## config.mk

```make
export PLATFORM = sky130hd
export DESIGN_NAME = trivium_ctrl
export DESIGN_NICKNAME = d
export VERILOG_FILES = /design/src/rtl/trivium_ctrl.sv
export SDC_FILE = /design/constraint.sdc
export NUM_CORES = 1
export LEC_CHECK = 0
export BUFFER_PORTS_ARGS = -buffer_cell sky130_fd_sc_hd__buf_4
export CAP_MARGIN = 20
export CORE_MARGIN = 4
export CORE_UTILIZATION = 50
export CTS_CLUSTER_DIAMETER = 120
export DETAILED_ROUTE_END_ITERATION = 10
export GPL_ROUTABILITY_DRIVEN = 0
export PLACE_DENSITY_LB_ADDON = 0.25
export SYNTH_ARGS = -nofsm -noshare
export SYNTH_HDL_FRONTEND = slang
export SYNTH_SLANG_ARGS = --single-unit
```

## constraint.sdc

```tcl
create_clock -name clk -period 3.9 [get_ports clk]
set_clock_uncertainty 0.15 [all_clocks]
set_input_delay 0.78 -clock clk [delete_from_list [all_inputs] [get_ports clk]]
set_output_delay 0.78 -clock clk [all_outputs]
set_load 0.03 [all_outputs]
```

## src/rtl/trivium_ctrl.sv

```systemverilog
// trivium_ctrl: sequencer for a bit-serial Trivium keystream core.
// After a start request it loads key/IV, runs the warm-up rounds, then assembles keystream
// bits into bytes (first bit in bit 0). Each byte is presented with a valid/ready handshake,
// and the core is frozen while a byte waits to be accepted. The session ends after MAX_BYTES
// bytes.
//
// Ports:
//   clk       - sole clock, rising edge
//   rst       - synchronous active-low reset
//   start     - session request, honoured only when idle
//   abort     - terminate the current session and return to idle
//   core_load - one-cycle key/IV load command to the core
//   core_en   - core advances one step on each edge where high
//   core_ks   - keystream bit from the core, sampled while generating
//   ks_byte   - assembled keystream byte (holds last value while idle)
//   ks_valid  - ks_byte valid, held until accepted
//   ks_ready  - consumer accepts ks_byte on an edge with ks_valid high
//   busy      - high whenever a session is in progress
//   done      - one-cycle pulse after the last byte of a session is accepted
module trivium_ctrl #(
  parameter int unsigned WARMUP_CYCLES = 1152,
  parameter int unsigned MAX_BYTES     = 256
) (
  input  logic       clk,
  input  logic       rst,
  input  logic       start,
  input  logic       abort,
  output logic       core_load,
  output logic       core_en,
  input  logic       core_ks,
  output logic [7:0] ks_byte,
  output logic       ks_valid,
  input  logic       ks_ready,
  output logic       busy,
  output logic       done
);

  localparam int unsigned WarmW = $clog2(WARMUP_CYCLES + 1);
  localparam logic [WarmW-1:0] WarmLast = WarmW'(WARMUP_CYCLES - 1);
  localparam logic [15:0] MaxBytes = 16'(MAX_BYTES);

  typedef enum logic [2:0] {StIdle, StLoad, StWarm, StGen, StHold} state_e;

  state_e           state_q;
  logic [WarmW-1:0] warm_cnt_q;
  logic [2:0]       bit_cnt_q;
  logic [15:0]      byte_cnt_q;
  logic [7:0]       shreg_q;
  logic [7:0]       ks_byte_q;
  logic             core_load_q, core_en_q, ks_valid_q, busy_q, done_q;

  assign core_load = core_load_q;
  assign core_en   = core_en_q;
  assign ks_byte   = ks_byte_q;
  assign ks_valid  = ks_valid_q;
  assign busy      = busy_q;
  assign done      = done_q;

  // Outputs are registered alongside the state so each reflects the state it is paired with.
  always_ff @(posedge clk) begin
    if (!rst) begin
      state_q     <= StIdle;
      warm_cnt_q  <= '0;
      bit_cnt_q   <= '0;
      byte_cnt_q  <= '0;
      shreg_q     <= '0;
      ks_byte_q   <= '0;
      core_load_q <= 1'b0;
      core_en_q   <= 1'b0;
      ks_valid_q  <= 1'b0;
      busy_q      <= 1'b0;
      done_q      <= 1'b0;
    end else begin
      core_load_q <= 1'b0;
      done_q      <= 1'b0;
      if (abort && state_q != StIdle) begin
        // Abort wins over any handshake or transition; a partial byte is simply dropped.
        state_q    <= StIdle;
        core_en_q  <= 1'b0;
        ks_valid_q <= 1'b0;
        busy_q     <= 1'b0;
        bit_cnt_q  <= '0;
      end else begin
        unique case (state_q)
          StIdle: begin
            if (start && !abort) begin
              state_q     <= StLoad;
              core_load_q <= 1'b1;
              busy_q      <= 1'b1;
              warm_cnt_q  <= '0;
              byte_cnt_q  <= '0;
              bit_cnt_q   <= '0;
            end
          end
          StLoad: begin
            state_q   <= StWarm;
            core_en_q <= 1'b1;
          end
          StWarm: begin
            warm_cnt_q <= warm_cnt_q + 1'b1;
            // core_en stays high: the first GEN step follows the last warm step directly.
            if (warm_cnt_q == WarmLast) begin
              state_q   <= StGen;
              bit_cnt_q <= '0;
            end
          end
          StGen: begin
            // Shift right so the first sampled bit ends up in bit 0.
            shreg_q   <= {core_ks, shreg_q[7:1]};
            bit_cnt_q <= bit_cnt_q + 1'b1;
            if (bit_cnt_q == 3'd7) begin
              ks_byte_q  <= {core_ks, shreg_q[7:1]};
              ks_valid_q <= 1'b1;
              core_en_q  <= 1'b0;
              state_q    <= StHold;
            end
          end
          StHold: begin
            if (ks_ready) begin
              ks_valid_q <= 1'b0;
              byte_cnt_q <= byte_cnt_q + 16'd1;
              if (byte_cnt_q + 16'd1 == MaxBytes) begin
                state_q <= StIdle;
                busy_q  <= 1'b0;
                done_q  <= 1'b1;
              end else begin
                state_q   <= StGen;
                core_en_q <= 1'b1;
                bit_cnt_q <= '0;
              end
            end
          end
          default: begin
            state_q   <= StIdle;
            core_en_q <= 1'b0;
            busy_q    <= 1'b0;
          end
        endcase
      end
    end
  end

endmodule
```

==> flow_results.org, run 1 <==
** Status
- The flow ran to the end, and the final reports show no timing, DRC or antenna violations.

** Layout
- Of the cells placed in the final design, the portion with a size suffix greater than 1 is 0.104.
- After routing the design area is 2940 um2.
- Diodes inserted :: 0
- For this run, the share of the core covered by cells in the final layout is 0.573.
- At the end of the flow, the number of nets in the layout was 355.
- After filler insertion, the fill cell instance count of the layout stands at 509.
- Growth of design area from synthesis to finish :: 11.0%

** Worst setup path
- Critical path's top delay family :: simple AND/OR/NAND/NOR gates
- STA classifies the critical path startpoint as a register.
- Worst path arrival time :: a little under 3000 ps
- Critical Path Source :: state_q[2]$_SDFFE_PP0P_
- Delay contributed by the slowest stage of the critical path :: slightly above 600 ps
- Crit Path Max Fanout :: 15
- For the worst setup path, the data required time is 3980 ps.
- The slowest stage of the critical path belongs to the cell dfxtp_1.
- Setup crit end kind :: register
- The critical path runs through a total of 6 cells.
- CP bufs+invs :: 2
- The critical path is of the register to register type.
- Critical register-to-register path startpoint :: state_q[2]$_SDFFE_PP0P_
- The worst register-to-register path has a depth of 6.
- Walking the worst path, the cells encountered are inv_1 -> nor3_1 -> nand3b_1 -> buf_4 -> or4_1 -> a21oi_1.

** CTS
- CTS built an H-tree with a depth of 2.
- Clock tree synthesis selected as its root buffer the cell clkbuf_8.
- Setup fix buffers added after clock tree synthesis :: 0
- Hold Buf Count CTS :: 0
- After clock tree synthesis, the repair step resized 0 gates.
- Clock-pin slew was measured on the worst setup and hold paths at around 100 ps.
- Clock tree from TritonCTS :: done
- CTS saw 53 sinks.
- CTS Buf Count :: 5
- Later-pin clock latency in the skew report :: around 310 ps
- In this run the deepest clock path goes through 2 buffers.

** Drt
- For this block, the via count after detailed routing is between 2,000 and 2,500.
- After the first detailed-routing iteration, the DRC count stood at about 180.
- DR DRC count :: 0
- Number of vias per cell :: 5.84
- Detailed Routing Iterations Pass 1 :: 5
- Post-detailed-route count of antenna-violating nets :: 0
- After detailed routing, the average wire length per cell comes to 14.1 um.
- For this block, the routed nets add up to 5850 um of wire.

** Timing
- Final setup violating endpoints :: 0
- Shortest clock period the worst path allows after layout :: 2850 ps
- In the finished design, the share of the clock period the worst path needs comes to 0.732.
- Least-Margin Pin Slew :: 992 ps
- Final setup TNS :: 0 ps
- Highest achievable clock rate :: roughly 350 MHz
- Setup repair after global routing missed its margin :: false
- Final hold vios :: 0
- Tightest slew margin relative to the limit :: 0.338
- Pins Over Slew Limit :: 0

** Power
- IR Drop Worst-Case VDD :: 0.000240 V
- In this run the static leakage power is approximately 1 nW.
- Power per cell area :: 382 nW/um2

** Yosys
- Among all flip-flop cells after synthesis, the most frequent one is dfxtp_1.
- The largest total area in the synthesized netlist belongs to dfxtp_1.
- Of the post-synthesis cell area, the dominant cell type holds 0.400.
- In the synthesized netlist the async set-or-reset flop fraction comes to 0.
- The Yosys step of the flow raised 0 warnings.
- Most repeated cell in the gate-level netlist after synthesis :: dfxtp_1
- Each instance of the synthesized netlist takes up on average 7.94 um2.
- In this run, synthesis inferred 0 flip-flops with an integrated enable.
- Top cell types by occurrence after synthesis :: dfxtp_1 (53), nor2_1 (48), nand2_1 (36), a21oi_1 (28), nand3_1 (24)
- Post-synth net total :: 344
- Counting flops and latches in the post-synthesis netlist gives 53.
- Cells taking the most area after synthesis :: dfxtp_1 (40%), nor2_1 (6.8%), a21oi_1 (5.3%), nand2_1 (5.1%), nand3_1 (4.5%)
- Counting every instance in the synthesized netlist gives 334.
- The netlist uses 47 different library cells.
- Cell area after synthesis :: between 2000 and 3000 um2
- The share of the Yosys chip area taken by registers is 0.400.

** Global route
- Via count of the first global-routing pass :: 2,159
- Number of antenna violations at the first check in global routing :: 0
- The first global-routing pass estimated around 10,000 um of wire.
- After global routing the overflow that remains totals 0.
- Maximum number of pins on one net before global-route repair :: 33
- In the global route stage, overall resource usage came out at 0.193.

** Placed design
- The placed instances occupy a cell area of 2820 um2.
- The wire-length estimate of the detail-placed layout is between 3000 and 4000 um.
- In this run the tool buffered the top-level ports with 18 buffer cells.

** Worst hold path
- The path class of the tightest hold or removal check is register to register.
- In this run the most critical hold path is launched from ks_byte[0]$_SDFFE_PN0P_.
- Along the worst hold path, the cell count comes to 2.

** Floorplanning
- Count of boundary I/O pins :: 19
- Count of standard-cell rows :: 26
- Area of the die :: 6530 um2
- Initial Utilization :: 0.516
- The total area inside the core boundary comes to 5140 um2.
- Die outline height :: 80.8 um
- Die W :: 80.8 um

** Job
- Max-cap violations in this run came to 0.
==> layout by cell type (no fill, tap or decap), types with 5 or more instances in the layout <==
master and n:
a21oi_1 28, nand4_1 6, buf_4 20, mux2i_1 7
a211oi_1 7, nor3_1 11, nand3_1 24, dfxtp_1 53
xor2_1 7, o21ai_0 17, nand2_1 36, nor2_1 48
clkbuf_8 5, o31ai_1 5, and3_1 5, inv_1 5
nor4_1 6, a31oi_1 7
==> state kept, by name (all words and copies together) (netlist names) <==
register    count
busy            1
shreg_q         7
core_load       1
done            1
ks_valid        1
state_q         3
warm_cnt_q     11
bit_cnt_q       3
byte_cnt_q     16
core_en         1
ks_byte         8
==> power by group <==
group          switching [mW]  internal (mW)
clock                   0.196          0.197
sequential             0.0264          0.554
combinational           0.101         0.0507
==> tightest hold or removal path, stage by stage (launching register included) <==
cell     delay [ps]
dfxtp_1         320
nand2_1          50
a21oi_1          50
==> area by class of cell <==
| cell class | count | area [um2] | share of cell area |
|---|---|---|---|
| inverters | 5 | 18.8 | 0.00638 |
| repair buffers | 20 | 150 | 0.0510 |
| well taps | 70 | 87.6 | 0.0298 |
| multi-input cells | 260 | 1510 | 0.512 |
| clock inverters | 3 | 50.0 | 0.0170 |
| flip-flops and latches | 53 | 1060 | 0.361 |
| clock buffers | 5 | 68.8 | 0.0234 |
==> cell families (layout without fill, tap and decap cells) <==
kind of cell             Yosys count  count (layout)  synth area share
AND/OR/NAND/NOR                  154             154             0.287
adder cells (fa/ha/maj)            4               4            0.0189
buffers and inverters             21              33            0.0316
flip-flops                        53              53             0.400
XOR/XNOR                          11              11            0.0363
AO/OA/AOI/OAI                     83              83             0.195
multiplexers                       8               8            0.0307
==> metrics by stage <==
step	setup WS [ps]	std cells	hold slack [ps]	power, mW
3_5_place_dp	1110	408	299	0.742
5_1_grt	814	416	335	1.17
4_1_cts	1060	416	314	1.13
2_1_floorplan	1500	334	293	0.697
3_3_place_gp	1230	408	296	0.741
6_report	1050	416	309	1.13
==> final timing paths <==
check | end | slack, ps
worst max-delay path | byte_cnt_q[5]$_SDFFE_PN0P_ | 1050
worst min-delay path | ks_byte[0]$_SDFFE_PN0P_ | 310
worst max register to register | byte_cnt_q[5]$_SDFFE_PN0P_ | 1050
worst min register to register | ks_byte[0]$_SDFFE_PN0P_ | 310
==> layer usage <==
layer	wire length, um	GRT usage	vias up
met4	48	0.0625	0
met5	0	0	-
met2	2500	0.284	61
met3	254	0.0322	4
met1	3050	0.286	1123
li1	-	-	1240
No activity file was read; power rests on OpenSTA's default activity.
==> run 2: changes to the inputs <==
--- a/config.mk
+++ b/config.mk
@@ -5,6 +5,7 @@
 export SDC_FILE = /design/constraint.sdc
 export NUM_CORES = 1
 export LEC_CHECK = 0
+export ABC_AREA = 1
 export BUFFER_PORTS_ARGS = -buffer_cell sky130_fd_sc_hd__buf_4
 export CAP_MARGIN = 20
 export CORE_MARGIN = 4
==> constraint.sdc (replaced) <==
create_clock -name clk -period 2.45 [get_ports clk]
set_clock_uncertainty 0.15 [all_clocks]
set_input_delay 0.49 -clock clk [delete_from_list [all_inputs] [get_ports clk]]
set_output_delay 0.49 -clock clk [all_outputs]
set_load 0.03 [all_outputs]
==> run 2 against run 1 <==
Net effect: sequential power increased by 70%; wire length increased by 1.7%; total power is 99% higher; core utilization rose by 1.8 points; worst hold slack lost 37 ps; die area rose by 4.6%; first-iteration DRC count fell by 30%; sequential share of layout area is 2.0 points lower; combinational power increased to 4.1 times the previous value; design area increased by 5.8%; clock-buffer cell count is the same.
==> flow_results.org, run 2 <==
** Status
- The flow ran to the end, and the final reports show no timing, DRC or antenna violations.

** Floorplanning
- The number of top-level pins is 19 (unchanged).
- The placement row count is 26 (unchanged).
- Die W :: 82.7 um (+2.3%)
- The vertical extent of the die came to 82.7 um (+2.3%).
- Area of the die :: 6830 um2 (+4.6%)
- Initial Utilization :: 0.529 (+0.0131)
- Core area :: 5270 um2 (+2.5%)

** Placed design
- Total placed instance area :: 2990 um2 (+6.0%)
- The worst slack after detailed placement is 343 ps (-767 ps).
- The number of buffer cells added on primary ports is 18 (unchanged).
- The placed wire-length estimate after detailed placement was 4380 um (+11%).

** CTS
- The clock insertion delay at the later pin of the skew report is 310 ps (about the same).
- The maximum buffer depth of the clock tree is 2 (unchanged).
- CTS HTree Levels :: 2 (unchanged)
- The total clock buffers created by CTS came to 5 (unchanged).
- The tree is rooted in a clkbuf_8.
- The post-CTS setup repair buffer count is 0 (unchanged).
- The clock sink total came to 53 (unchanged).
- The clock input transition at the sequential cells of the worst setup and hold paths was 100 ps (about the same).
- Clock tree from TritonCTS :: done

** Yosys
- Xor-xnor portion of the synthesized cell area :: 0.0121 (-0.0242)
- The post-synthesis cell type count came to 36 (-23%).
- Cell accounting for the most synthesized area :: dfxtp_1
- For this run, the leading register cell type out of synthesis is dfxtp_1.
- Area share of and/or/nand/nor cells after synthesis :: 0.392 (+0.104)
- The cell count after synthesis came to 402 (+20%).
- The post-synthesis average cell area was 6.93 um2 (-13%).
- The net count of the mapped netlist was 412 (+20%).
- The synthesized-area fraction occupied by ao, oa, aoi and oai cells came to 0.119 (-0.0760).
- The post-synthesis sequential area ratio was 0.381 (-0.0196).
- The synthesis warning total came to 0 (unchanged).
- Sorting the synthesized cells by area gives the leading types as dfxtp_1 (38%), nand2_1 (15%), a21oi_1 (8.4%), nand3_1 (5.7%), inv_1 (5.5%).
- After synthesis, the most frequently instantiated cells are nand2_1 (114), dfxtp_1 (53), a21oi_1 (47), inv_1 (41), nand3_1 (32).
- Adder and majority gate portion of the synthesized area :: 0.0180 (-0.000924)
- Share of the synthesized area in the top cell type :: 0.381 (-0.0196)
- Share of synthesized registers carrying an async set or reset :: 0 (unchanged)
- Dominant combinational cell family by area after synthesis :: simple AND/OR/NAND/NOR gates
- Mux contribution to synthesized area :: 0 (-0.0307)
- The total of flip-flops plus latches after synthesis was 53 (unchanged).
- The most common cell in the synthesized netlist is nand2_1.
- The count of flip-flops with a built-in enable after synthesis is 0 (unchanged).
- The area of the mapped netlist came to 2790 um2 (+5.1%).

** Worst setup path
- Worst path arrival time :: 2210 ps (-730 ps)
- The worst setup path is captured at a register.
- Worst-case reg-to-reg path depth :: 12 (+6)
- Critical path's top delay family :: simple AND/OR/NAND/NOR gates
- The maximum net fanout on the critical path is 6 (-9).
- In this run the critical register-to-register path is captured at busy$_SDFFE_PP0P_.
- The slowest stage of the critical path is the dfxtp_1 cell.
- Data required time of the critical path :: 2520 ps (-1460 ps)
- The setup slack on the worst flop-to-flop path was 300 ps (-740 ps).
- The startpoint identified for the worst register-to-register timing path is byte_cnt_q[0]$_SDFFE_PN0P_.
- Delay contributed by the slowest stage of the critical path :: 430 ps (-190 ps)
- The critical path goes through ha_1 -> nand2_1 -> nor2_4 -> nand2_2 -> xnor2_2 -> nand3_1 -> nor2_4 -> nand2_1 -> nand2_2 -> nand3_1 -> nand2_1 -> nor2_1.
- The worst setup path is launched from a register.
- The most numerous cell type found on the critical path is nand2_1.
- The critical path is of the register to register type.
- The number of buffer and inverter stages on the critical path came to 0 (-2).

** Drt
- The wire length the detailed router placed on met1 was 2750 um (-9.6%).
- Routed length per instance :: 12.1 um (-14%)
- The DRC violation total after the first TritonRoute iteration is 128 (-30%).
- Total number of vias :: 2,602 (+7.2%)
- The detailed-routing iteration count for the pre-antenna-repair pass was 4 (-1).
- Post-detailed-route count of antenna-violating nets :: 0 (unchanged)
- Topmost layer with routed signal wires :: met4
- Sum of routed wire length over all layers :: 5950 um (+1.7%)
- The vias per cell was 5.28 (-9.6%).
- The met2 wire length is 2900 um (+16%).
- The met3 wirelength from detailed routing was 229 um (-9.8%).
- The number of remaining DRC errors came to 0 (unchanged).

** Timing
- Setup repair after global routing missed its margin :: false
- Shortest clock period the worst path allows after layout :: 2150 ps (-706 ps)
- Final hold vios :: 0 (unchanged)
- Pins Over Slew Limit :: 0 (unchanged)
- The aggregate negative setup slack came to 0 ps (unchanged).
- The final period utilization is 0.877 (+0.145).
- Final setup violating endpoints :: 0 (unchanged)
- Tightest slew margin relative to the limit :: 0.626 (+0.288)
- Highest achievable clock rate :: 466 MHz (+33%)
- The setup slack after layout came to 303 ps (-744 ps).
- The slew of the pin with the lowest slew margin came to 559 ps (-433 ps).

** Global route
- Via count of the first global-routing pass :: 2,452 (+14%)
- The wire length of the first global-routing pass came to 10,300 um (+1.3%).
- Overall global routing resource usage :: 0.191 (-0.00233)
- Maximum number of pins on one net before global-route repair :: 31 (-6.1%)
- The initial antenna violation count is 0 (unchanged).
- Overflow left after global routing :: 0 (unchanged)

** Layout
- The total area of multi-input combinational cells came to 1510 um2 (+0.25%).
- From synthesis to final layout, the design area changed by 11.7%.
- Register Area :: 1060 um2 (unchanged)
- The net count reported at finish is 432 (+22%).
- Fin util :: 0.591 (+0.0184)
- Post-route standard cell area excluding fillers :: 3110 um2 (+5.8%)
- Max FFs per register :: 16 (unchanged)
- Leaving out fill and tap cells, the most frequent cell in the layout is nand2_1.
- byte_cnt_q holds more flip-flops than any other register.
- The number of inserted filler cells in the final layout is 500 (-1.8%).
- The number of antenna cells inserted came to 0 (unchanged).
- Fraction of layout cells with a size suffix above 1 :: 0.154 (+0.0496)
- In the layout the commonest cells are nand2_1 (114), dfxtp_1 (53), a21oi_1 (47).

** Worst hold path
- The path class of the tightest hold or removal check is primary input to register.
- Hold worst-path end :: byte_cnt_q[0]$_SDFFE_PN0P_
- Origin of the worst min-delay path :: rst
- The number of instances on the worst hold path was 2 (unchanged).

** Power
- The power density normalized to cell area was 718 nW/um2 (+88%).
- The worst ir drop on vdd came to 0.000382 V (+59%).
- Power, Total :: 2.23 mW (+99%)
- The static leakage power is 1.25 nW (+25%).

** Job
- Max-capacitance violation count :: 0 (unchanged)
## run 2: worst max path at each step
| stage | startpoint | end | slack, ps | cells after the start |
|---|---|---|---|---|
| finish | byte_cnt_q[0]$_SDFFE_PN0P_ | busy$_SDFFE_PP0P_ | 300 | 12 |
| floorplan | byte_cnt_q[0]$_SDFFE_PN0P_ | busy$_SDFFE_PP0P_ | 580 | 12 |
| detailed placement | byte_cnt_q[0]$_SDFFE_PN0P_ | busy$_SDFFE_PP0P_ | 340 | 14 |
| CTS | warm_cnt_q[0]$_SDFFE_PN0P_ | bit_cnt_q[1]$_SDFFE_PP0P_ | 290 | 10 |
| global route | warm_cnt_q[0]$_SDFFE_PN0P_ | bit_cnt_q[0]$_SDFFE_PP0P_ | 40 | 10 |
| global placement | byte_cnt_q[0]$_SDFFE_PN0P_ | state_q[1]$_SDFFE_PP0P_ | 360 | 14 |
## run 2: kinds of logic after synthesis
logic type / count (synthesis)
compound gates: 62
xor+xnor: 3
fa+ha+maj: 4
buf+inv: 56
flops: 53
simple gates: 224
## run 2: stage by stage
step / std cells / hold WS, ps
2_1_floorplan: 402 / 273
3_3_place_gp: 485 / 282
3_5_place_dp: 485 / 285
4_1_cts: 493 / 269
5_1_grt: 493 / 286
6_report: 493 / 272
## run 2: worst reg2reg max path, cell delays in order, from the launching register on
cell and delay [ps]:
dfxtp_1 430, ha_1 220, nand2_1 130, nor2_4 180, nand2_2 90, xnor2_2 210, nand3_1 150, nor2_4 140
nand2_1 80, nand2_2 100, nand3_1 80, nand2_1 60, nor2_1 40
## run 2: power breakdown
group	internal (mW)	switching, mW
Combinational	0.194	0.431
Sequential	0.930	0.0582
Clock	0.314	0.309
Total	1.44	0.797
## run 2: final cells by class
class                      count  area share
multi-input combinational    293       0.485
inverter                      49      0.0599
tap                           70      0.0281
sequential                    53       0.341
clock inverter                 3      0.0161
clock buffer                   5      0.0221
timing repair buffer          20      0.0482
## run 2: timing repair
item	CTS	global route
setup endpoints to repair	0	3
resized for setup	0	1
hold buffers	0	0
## run 2: metal layers
metal / global-route usage / vias to the layer above
met2: 0.349 / 58
li1: - / 1350
met3: 0.0304 / 8
met5: 0 / -
met1: 0.230 / 1186
met4: 0.0523 / 0
==> run 3: changes to the inputs <==
--- a/config.mk
+++ b/config.mk
@@ -5,7 +5,6 @@
 export SDC_FILE = /design/constraint.sdc
 export NUM_CORES = 1
 export LEC_CHECK = 0
-export ABC_AREA = 1
 export BUFFER_PORTS_ARGS = -buffer_cell sky130_fd_sc_hd__buf_4
 export CAP_MARGIN = 20
 export CORE_MARGIN = 4
==> run 3 against run 2 <==
Net effect: sequential share of layout area grew 0.35 points; clock-buffer cell count stayed put; sequential cell count stayed put; worst setup slack lost 220 ps; total power decreased by 22%.
==> flow_results.org, run 3 (synthesis gave the netlist of run 1 again) <==
** Worst setup path
- The largest stage delay on the critical path was 460 ps (+30 ps).
- For this design, the slowest cell found on the critical path is or3_4.
- The worst register-to-register path begins at byte_cnt_q[12]$_SDFFE_PN0P_.
- The maximum net fanout on the critical path came to 6 (unchanged).
- Type of the worst setup path :: register to register
- Worst-case reg-to-reg path depth :: 6 (-6)
- Setup crit end kind :: register
- Destination of the worst register-to-register timing path :: bit_cnt_q[2]$_SDFFE_PP0P_
- Setup crit start kind :: register
- R2r setup slk :: 80 ps (-220 ps)
- The data required time at the worst endpoint came to 2530 ps (about the same).
- Worst-path cell chain :: nand4_1 -> nor4_1 -> xnor2_1 -> o211ai_1 -> or3_4 -> a311oi_2
- The arrival time at the worst endpoint came to 2450 ps (+240 ps).

** Layout
- The total area of multi-input combinational cells was 1530 um2 (+1.2%).
- Most frequent standard cell in the layout excluding fill and tap cells :: dfxtp_1
- Growth of design area from synthesis to finish :: 16.3%
- Count of fill cells added during filler insertion :: 498 (-0.40%)
- The number of antenna cells inserted is 0 (unchanged).
- Top reg by flops :: byte_cnt_q
- The number of non-filler instances in the completed layout came to 434 (-12%).
- Fraction of layout cells with a size suffix above 1 :: 0.159 (+0.00568)
- Max FFs per register :: 16 (unchanged)
- The library cells used most frequently in the layout, excluding fill and tap cells, are dfxtp_1 (53), nor2_1 (48), buf_4 (38).
- Register Area :: 1060 um2 (unchanged)
- Number of nets in the finished design :: 373 (-14%)

** Power
- The final total power is 1.73 mW (-22%).
- Sequential share of power :: 0.520 (+0.078)
- Share of total power in the clock network :: 0.310 (+0.032)
- Power per cell area :: 562 nW/um2 (-22%)
- The switching power total came to 537 uW (-33%).
- Cell Int Power :: 1.19 mW (-17%)
- The static leakage power was 1.08 nW (-13%).
- IR Drop Worst-Case VDD :: 0.000400 V (+4.7%)
- The switching part of the total power came to 0.310 (-0.0467).
- The logic gate share of total power is 0.170 (-0.109).

** Floorplanning
- Die outline height :: 80.8 um (-2.2%)
- Core area :: 5140 um2 (-2.5%)
- Count of boundary I/O pins :: 19 (unchanged)
- Initial Utilization :: 0.516 (-0.0131)
- The floorplan die area was 6530 um2 (-4.4%).
- Count of standard-cell rows :: 26 (unchanged)
- The chip width is 80.8 um (-2.2%).

** Timing
- The remaining max-slew budget at the tightest pin was 0.677 (+0.0514).
- Highest achievable clock rate :: 423 MHz (-9.2%)
- The setup slack after layout came to 83.9 ps (-219 ps).
- The hold violation total from the final report is 0 (unchanged).
- The final period utilization was 0.966 (+0.0892).
- Final setup violating endpoints :: 0 (unchanged)
- Pins Over Slew Limit :: 0 (unchanged)
- Least-Margin Pin Slew :: 482 ps (-76.8 ps)
- The post-layout minimum cycle time came to 2370 ps (+219 ps).

** CTS
- Clock tree from TritonCTS :: done
- The number of levels in the clock H-tree came to 2 (unchanged).
- Clock tree synthesis selected as its root buffer the cell clkbuf_8.
- CTS Buf Count :: 5 (unchanged)
- Later-pin clock latency in the skew report :: 320 ps (about the same)
- The clock input transition at the sequential cells of the worst setup and hold paths is 110 ps (about the same).
- Setup fix buffers added after clock tree synthesis :: 0 (unchanged)
- Sinks on the clock net :: 53 (unchanged)
- The maximum buffer depth of the clock tree came to 2 (unchanged).

** Drt
- Number of vias per cell :: 5.74 (+8.8%)
- The DRC violation total after the first TritonRoute iteration was 239 (+87%).
- The number of remaining DRC errors is 0 (unchanged).
- The via count of the routed design was 2,493 (-4.2%).
- The number of nets with antenna violations after routing is 0 (unchanged).
- The detailed-routing iteration count for the pre-antenna-repair pass is 4 (unchanged).
- Routed length per instance :: 14.1 um (+17%)
- The wire length reported by the detailed router was 6140 um (+3.2%).

** Global route
- Overflow left after global routing :: 0 (unchanged)
- Wire length of the first global-routing pass :: 10,500 um (+1.9%)
- The via count of the first global-routing pass was 2,271 (-7.4%).
- Maximum number of pins on one net before global-route repair :: 29 (-6.5%)
- Number of antenna violations at the first check in global routing :: 0 (unchanged)
- The global routing usage summed across all routing layers was 0.203 (+0.0116).

** Status
- The run finished with clean final reports.

** Job
- The number of violations of the max-capacitance limit was 0 (unchanged).

** Worst hold path
- Origin of the worst min-delay path :: core_ks
- Hold worst-path end :: shreg_q[7]$_SDFFE_PN0P_
- The path class of the tightest hold or removal check is primary input to register.
- The number of instances on the worst hold path is 3 (+1).

** Placed design
- Placed Instances :: 426 (-12%)
- Total of buffers placed on input and output ports :: 18 (unchanged)
- Total half-perimeter wirelength after legalization and detailed placement :: 4380 um (about the same)
- The worst slack after detailed placement is 98.8 ps (-244 ps).
[run 3: changes by cell type in the layout (fill, tap and decap cells not counted), sizes merged, moves of 10 or more]
cell,before,now
nand2,121,36
buf,20,38
a21oi,48,28
nor2,38,48
nand3,36,24
inv,50,5
[run 3: timing repair]
item	in CTS	in global routing
resized for setup	0	5
hold buffers	0	0
endpoints found under the setup margin	0	4
[run 3: worst max-delay path by stage]
stage | startpoint | endpoint | slack (ps) | depth (start not counted)
2_1_floorplan | byte_cnt_q[0]$_SDFFE_PN0P_ | core_en$_SDFFE_PP0P_ | 50 | 7
3_3_place_gp | byte_cnt_q[0]$_SDFFE_PN0P_ | core_en$_SDFFE_PP0P_ | 140 | 7
3_5_place_dp | byte_cnt_q[0]$_SDFFE_PN0P_ | core_en$_SDFFE_PP0P_ | 100 | 7
4_1_cts | byte_cnt_q[0]$_SDFFE_PN0P_ | bit_cnt_q[0]$_SDFFE_PP0P_ | 60 | 7
5_1_grt | byte_cnt_q[12]$_SDFFE_PN0P_ | bit_cnt_q[2]$_SDFFE_PP0P_ | -20 | 6
6_report | byte_cnt_q[12]$_SDFFE_PN0P_ | bit_cnt_q[2]$_SDFFE_PP0P_ | 80 | 6
[run 3: routing by layer]
metal	vias up	share of wire	track usage
met5	-	0	0
met4	0	0.010	0.0659
met3	5	0.051	0.0410
met2	54	0.45	0.323
met1	1163	0.49	0.273
li1	1271	-	-
[run 3: critical path: cells and delay by family (launching register included)]
kind | cells | cell delay, ps
AO/OA/AOI/OAI | 2 | 360
flip-flops | 1 | 430
AND/OR/NAND/NOR | 3 | 1140
XOR/XNOR | 1 | 200
[run 3: per-stage QoR]
step | setup TNS, ps | utilization | instance area [um2] | hold WS, ps
after floorplan | 0 | - | 2650 | 293
after global placement | 0 | 0.576 | 2960 | 295
after detailed placement | 0 | 0.576 | 2960 | 300
after CTS | 0 | 0.596 | 3060 | 251
after global routing | -19.5 | 0.600 | 3080 | 245
final | 0 | 0.600 | 3080 | 266
[run 3: area by class of cell]
class,instances,area share
Multi-Input combinational cell,260,0.496
Tap cell,70,0.0284
Clock inverter,3,0.0110
Timing Repair Buffer,38,0.0925
Clock buffer,5,0.0223
Inverter,5,0.00609
Sequential cell,53,0.344
[run 3: power groups by stage]
stage          clock [mW]  combinational (mW)  sequential [mW]
2_1_floorplan           0               0.168            0.942
3_3_place_gp            0               0.280            0.920
3_5_place_dp            0               0.285            0.920
6_report            0.537               0.294            0.901
4_1_cts             0.556               0.286            0.901
5_1_grt             0.595               0.319            0.905
